### config.mk
export PLATFORM = sky130hd
export DESIGN_NAME = fir_tap_sequencer
export DESIGN_NICKNAME = d
export VERILOG_FILES = /design/src/rtl/fir_tap_sequencer.sv
export SDC_FILE = /design/constraint.sdc
export NUM_CORES = 2
export LEC_CHECK = 0
export ABC_AREA = 1
export CAP_MARGIN = 10
export CORE_AREA = 8 8 505 507
export DETAILED_ROUTE_END_ITERATION = 7
export DIE_AREA = 0 0 513 515
export PLACE_DENSITY_LB_ADDON = 0.2
export SKIP_CTS_REPAIR_TIMING = 1
export SYNTH_ARGS = -nofsm -noshare
export SYNTH_HDL_FRONTEND = slang
export SYNTH_SLANG_ARGS = --single-unit
### constraint.sdc
create_clock -name clk -period 5.4 [get_ports clk]
set_input_delay 1.08 -clock clk [delete_from_list [all_inputs] [get_ports clk]]
set_output_delay 1.08 -clock clk [all_outputs]
set_load 0.02 [all_outputs]
### src/rtl/fir_tap_sequencer.sv
// fir_tap_sequencer
//   Sequences one FIR output per accepted input sample. Samples go into a
//   circular delay line, coefficients into a loadable memory. Each pass clears
//   the attached MAC, streams TAPS (x, coeff) pairs, waits for the MAC tick and
//   presents the captured result for one cycle.
//
//   Optional feature macro: SEQ_TIMEOUT_EN -- WAIT-state watchdog. When defined,
//   a pass whose MAC tick has not arrived after TO_CYC WAIT cycles is abandoned
//   with a one-cycle err pulse. When undefined, WAIT waits indefinitely.
//
// Ports
//   clk        clock, rising edge
//   rst        synchronous active-low reset
//   in_sample  input sample            in_valid / in_ready  sample handshake
//   coef_we    coefficient write       coef_addr / coef_data  index and value
//   x, coeff   registered MAC operands mac_rst              registered MAC clear
//   mac_y      MAC result              mac_tick             MAC done pulse
//   y_out      captured filter output  y_valid              one-cycle result strobe
//   busy       not idle                err                  watchdog pulse

module fir_tap_sequencer #(
    parameter int unsigned TAPS   = 64,
    parameter int unsigned AW     = 6,
    parameter int unsigned DW     = 16,
    parameter int unsigned ACCW   = 32,
    parameter int unsigned TO_CYC = 16
) (
    input  logic            clk,
    input  logic            rst,
    input  logic [DW-1:0]   in_sample,
    input  logic            in_valid,
    output logic            in_ready,
    input  logic            coef_we,
    input  logic [AW-1:0]   coef_addr,
    input  logic [DW-1:0]   coef_data,
    output logic [DW-1:0]   x,
    output logic [DW-1:0]   coeff,
    output logic            mac_rst,
    input  logic [ACCW-1:0] mac_y,
    input  logic            mac_tick,
    output logic [ACCW-1:0] y_out,
    output logic            y_valid,
    output logic            busy,
    output logic            err
);

    // Elaboration-time parameter sanity.
    if (TAPS != (1 << AW)) begin : g_bad_taps
        $error("TAPS must equal 2**AW");
    end
    if (TO_CYC == 0) begin : g_bad_to
        $error("TO_CYC must be nonzero");
    end

    typedef enum logic [2:0] {StIdle, StClear, StStream, StWait, StDone} state_e;

    state_e          state_q, state_d;
    logic [DW-1:0]   mem_x_q [TAPS];
    logic [DW-1:0]   mem_c_q [TAPS];
    logic [AW-1:0]   wp_q, base_q;
    logic [AW-1:0]   k_q, k_d;
    logic [AW-1:0]   rd_tap, rd_addr;
    logic [DW-1:0]   x_q, x_d, coeff_q, coeff_d;
    logic            mac_rst_q, mac_rst_d;
    logic [ACCW-1:0] y_q, y_d;
    logic            accept, coef_wr, last_tap, timeout;

    assign accept   = in_valid && (state_q == StIdle);
    assign coef_wr  = coef_we && (state_q == StIdle);
    // k_q is the tap currently on the outputs; last tap issued means go to WAIT.
    assign last_tap = (k_q == AW'(TAPS - 1));
    // Tap to issue at the coming edge: tap 0 leaving CLEAR, k+1 inside STREAM.
    assign rd_tap   = (state_q == StClear) ? '0 : k_q + AW'(1);
    // Unsigned AW-bit subtraction wraps the delay-line address modulo TAPS.
    assign rd_addr  = base_q - rd_tap;

`ifdef SEQ_TIMEOUT_EN
    localparam int unsigned WCW = $clog2(TO_CYC + 1);
    logic [WCW-1:0] wcnt_q;

    // Held at zero outside WAIT, so it is clear on every WAIT entry.
    always_ff @(posedge clk) begin
        if (!rst) begin
            wcnt_q <= '0;
        end else if (state_q != StWait) begin
            wcnt_q <= '0;
        end else begin
            wcnt_q <= wcnt_q + WCW'(1);
        end
    end

    // A tick in the final WAIT cycle still wins over the watchdog.
    assign timeout = (state_q == StWait) && !mac_tick && (wcnt_q == WCW'(TO_CYC - 1));
`else
    assign timeout = 1'b0;
`endif

    always_comb begin
        state_d   = state_q;
        k_d       = k_q;
        x_d       = x_q;
        coeff_d   = coeff_q;
        mac_rst_d = mac_rst_q;
        y_d       = y_q;
        unique case (state_q)
            StIdle: begin
                if (accept) begin
                    state_d   = StClear;
                    mac_rst_d = 1'b1;
                    x_d       = '0;
                    coeff_d   = '0;
                    k_d       = '0;
                end
            end
            StClear: begin
                state_d   = StStream;
                mac_rst_d = 1'b0;
                x_d       = mem_x_q[rd_addr];
                coeff_d   = mem_c_q[rd_tap];
                k_d       = '0;
            end
            StStream: begin
                if (last_tap) begin
                    state_d = StWait;
                    x_d     = '0;
                    coeff_d = '0;
                end else begin
                    x_d     = mem_x_q[rd_addr];
                    coeff_d = mem_c_q[rd_tap];
                    k_d     = rd_tap;
                end
            end
            StWait: begin
                if (mac_tick) begin
                    y_d     = mac_y;
                    state_d = StDone;
                end else if (timeout) begin
                    state_d = StIdle;
                end
            end
            StDone: begin
                state_d = StIdle;
            end
            default: begin
                state_d = StIdle;
            end
        endcase
    end

    always_ff @(posedge clk) begin
        if (!rst) begin
            state_q   <= StIdle;
            k_q       <= '0;
            x_q       <= '0;
            coeff_q   <= '0;
            mac_rst_q <= 1'b1;
            y_q       <= '0;
        end else begin
            state_q   <= state_d;
            k_q       <= k_d;
            x_q       <= x_d;
            coeff_q   <= coeff_d;
            mac_rst_q <= mac_rst_d;
            y_q       <= y_d;
        end
    end

    // Delay line and write pointer.
    always_ff @(posedge clk) begin
        if (!rst) begin
            wp_q   <= '0;
            base_q <= '0;
            for (int i = 0; i < TAPS; i++) begin
                mem_x_q[i] <= '0;
            end
        end else if (accept) begin
            mem_x_q[wp_q] <= in_sample;
            base_q        <= wp_q;
            wp_q          <= wp_q + AW'(1);
        end
    end

    // Coefficient memory; writes only land while idle.
    always_ff @(posedge clk) begin
        if (!rst) begin
            for (int i = 0; i < TAPS; i++) begin
                mem_c_q[i] <= '0;
            end
        end else if (coef_wr) begin
            mem_c_q[coef_addr] <= coef_data;
        end
    end

    assign in_ready = (state_q == StIdle);
    assign busy     = (state_q != StIdle);
    assign y_valid  = (state_q == StDone);
    assign x        = x_q;
    assign coeff    = coeff_q;
    assign mac_rst  = mac_rst_q;
    assign y_out    = y_q;
    assign err      = timeout;

endmodule

==> impl_metrics.env <==
export IMPL_vdd_drop_max_mv=1.04
export IMPL_ys_flop_type="edfxtp_1"
export IMPL_fmax_mhz=220
export IMPL_grt_pass1_vias=69316
export IMPL_wirelength_um=328000
export IMPL_grt_use_total=0.239
export IMPL_synth_nets=9907
export IMPL_finalCriticalPeriod_ps=4540
export IMPL_area_growth_syn_to_layout_pct=12.4
export IMPL_drive_above_1_share=0.0758
export IMPL_vias=73197
export IMPL_root_buffer="clkbuf_16"
export IMPL_synthCells=9824
export IMPL_cellPowerDensity_nw_per_um2=546
export IMPL_dr_pass1_iters=8
export IMPL_vias_per_cell=5.61
export IMPL_die_h_um=515
export IMPL_worstSetupEndpointType="flop"
export IMPL_synth_most_common_cell="nand2_1"
export IMPL_hold_path_class="flop to flop"
export IMPL_fillerInstances=23577
export IMPL_tns_ps=0
export IMPL_cts_tree="built"
export IMPL_setup_violations_final=0
export IMPL_dp_cells=12631
export IMPL_drv_cap=0
export IMPL_cts_made_buffers=227
export IMPL_die_area_um2=264000
export IMPL_crit_fanout=117
export IMPL_worstMarginPinSlew_ps=1220
export IMPL_synth_common_cells="nand2_1 (2262), nor2_1 (2078), edfxtp_1 (2048)"
export IMPL_crit_type="flop to flop"
export IMPL_max_slew_margin=0.187
export IMPL_grt_max_degree=233
export IMPL_yosysSeqAreaShare=0.659
export IMPL_worstPathArrival_ps=5250
export IMPL_port_buffers=142
export IMPL_outcome="finished clean"
export IMPL_yosys_area_top_type="edfxtp_1"
export IMPL_skew_ps=60.2
export IMPL_wire_per_inst_um=25.2
export IMPL_fin_hold_ws_ps=462
export IMPL_final_cell_count_no_fill=13045
export IMPL_rrSetupSlack_ps=860
export IMPL_leakage_nw=41.3
export IMPL_synth_area_leaders="edfxtp_1 (64%), nand3_1 (10%), nand2_1 (8.9%)"
export IMPL_clk_latency_ps=890
export IMPL_startpoint_type="flop"
export IMPL_hold_violations=0
export IMPL_drc_errors=0
export IMPL_ios=144
export IMPL_htree_levels=4
export IMPL_syn_mean_instance_area_um2=9.76
export IMPL_synth_async_sr_flop_share=0
export IMPL_drv_slew=0
export IMPL_row_count=183
export IMPL_grt_pass1_wl_um=475000
export IMPL_cp_required_ps=6110
export IMPL_antenna_left=0
export IMPL_ys_warn_count=0
export IMPL_grt_antenna_before_repair=1
export IMPL_ys_ff_latch=2134
export IMPL_grt_overflow=0
export IMPL_cts_num_sinks=2134
export IMPL_synth_top_area_share=0.641
export IMPL_synth_cell_type_count=34
export IMPL_globalplace_congestion=0.907
export IMPL_die_w_um=513
export IMPL_clockBufferDepth=3
export IMPL_hpwl_um=197000
export IMPL_design_core_area_um2=247000
export IMPL_utilization=0.436
export IMPL_drt_iter0_drc=9071
export IMPL_initial_core_util=0.388
export IMPL_power_mw=58.9
export IMPL_synth_area_um2=95900
export IMPL_final_period_utilization=0.841
export IMPL_antenna_cells=0
export IMPL_rsz0062_at_grt="false"
export IMPL_fin_nets=9706
export IMPL_synth_edff_count=2048
export IMPL_cts_reportedPaths_clkPinSlew_ps=60
path summary, 6_finish.rpt:
| path | depth (start not counted) | endpoint | startpoint |
|---|---|---|---|
| hold reg to reg | 2 | y_out[24] | y_out[24] |
| hold / removal | 2 | y_out[24] | y_out[24] |
| setup / recovery | 15 | x[0] | state_q[1] |
| setup reg to reg | 15 | x[0] | state_q[1] |
sequential cells by signal, summed over array words and instances (netlist names):
signal,cells
coeff,16
k_q,6
mem_x_q,1024
wp_q,6
base_q,6
mac_rst,1
x,16
y_out,32
state_q,3
mem_c_q,1024
kinds of logic after synthesis:
logic type | synth area share
and+or+nand+nor | 0.282
DFF | 0.659
buffers and inverters | 0.0383
AOI/OAI and AO/OA | 0.0188
adders and majority gates | 0.00112
xor gates and xnor gates | 0.000365
other | 0.0000391
power by group:
group	leakage [nW]	total, mW	internal (mW)	switching, mW
Combinational	16.0	24.4	5.97	18.4
Sequential	21.8	19.1	18.8	0.357
Clock	3.49	15.4	8.50	6.85
worst max-delay path, stage by stage, from the launching register on:
cell	delay, ps
dfxtp_1	440
nor2_1	110
nand2_4	250
nand2_4	110
inv_8	240
ha_4	200
fa_4	730
inv_8	650
buf_4	390
nand3_1	130
a21oi_1	350
o31ai_1	200
nand2_1	150
nand2_1	90
nand3_1	140
a21oi_1	90
placed cells by master, fill, tap and decap left out, drive strengths merged, types with 2 or more instances in the layout:
cell / instances
dfxtp: 86
clkinvlp: 2
nand3: 1946
clkdlybuf4s50: 141
ha: 7
nor3: 19
clkinv: 137
a21oi: 273
clkbuf: 291
nor2: 2084
buf: 262
o22ai: 2
xor2: 2
nor4: 9
edfxtp: 2048
nand2: 2351
inv: 63
o31ai: 47
nand4: 4
bufinv: 15
xnor2: 2
o21ai: 13
cell type report:
cell class	count	area, µm²	share of cell area
clock inverter	124	1270	0.0118
sequential	2134	63200	0.587
multi-input combinational	6763	29100	0.270
tap	3237	4050	0.0376
clock buffer	290	5930	0.0550
inverter	93	427	0.00396
timing repair buffer	404	3730	0.0346
layer usage:
layer	GRT usage	vias to the layer above	share of wire
li1	-	32922	-
met1	0.318	36274	0.40
met2	0.401	3356	0.48
met3	0.0314	645	0.074
met4	0.0861	0	0.041
met5	0	-	0
per-stage QoR:
stage | instance area [µm²] | setup slack [ps]
after global routing | 108000 | 686
after global placement | 101000 | 849
after detailed placement | 101000 | 900
final | 108000 | 860
after floorplan | 95900 | 1970
after CTS | 108000 | 871
Power figures use the tool's default switching activity.
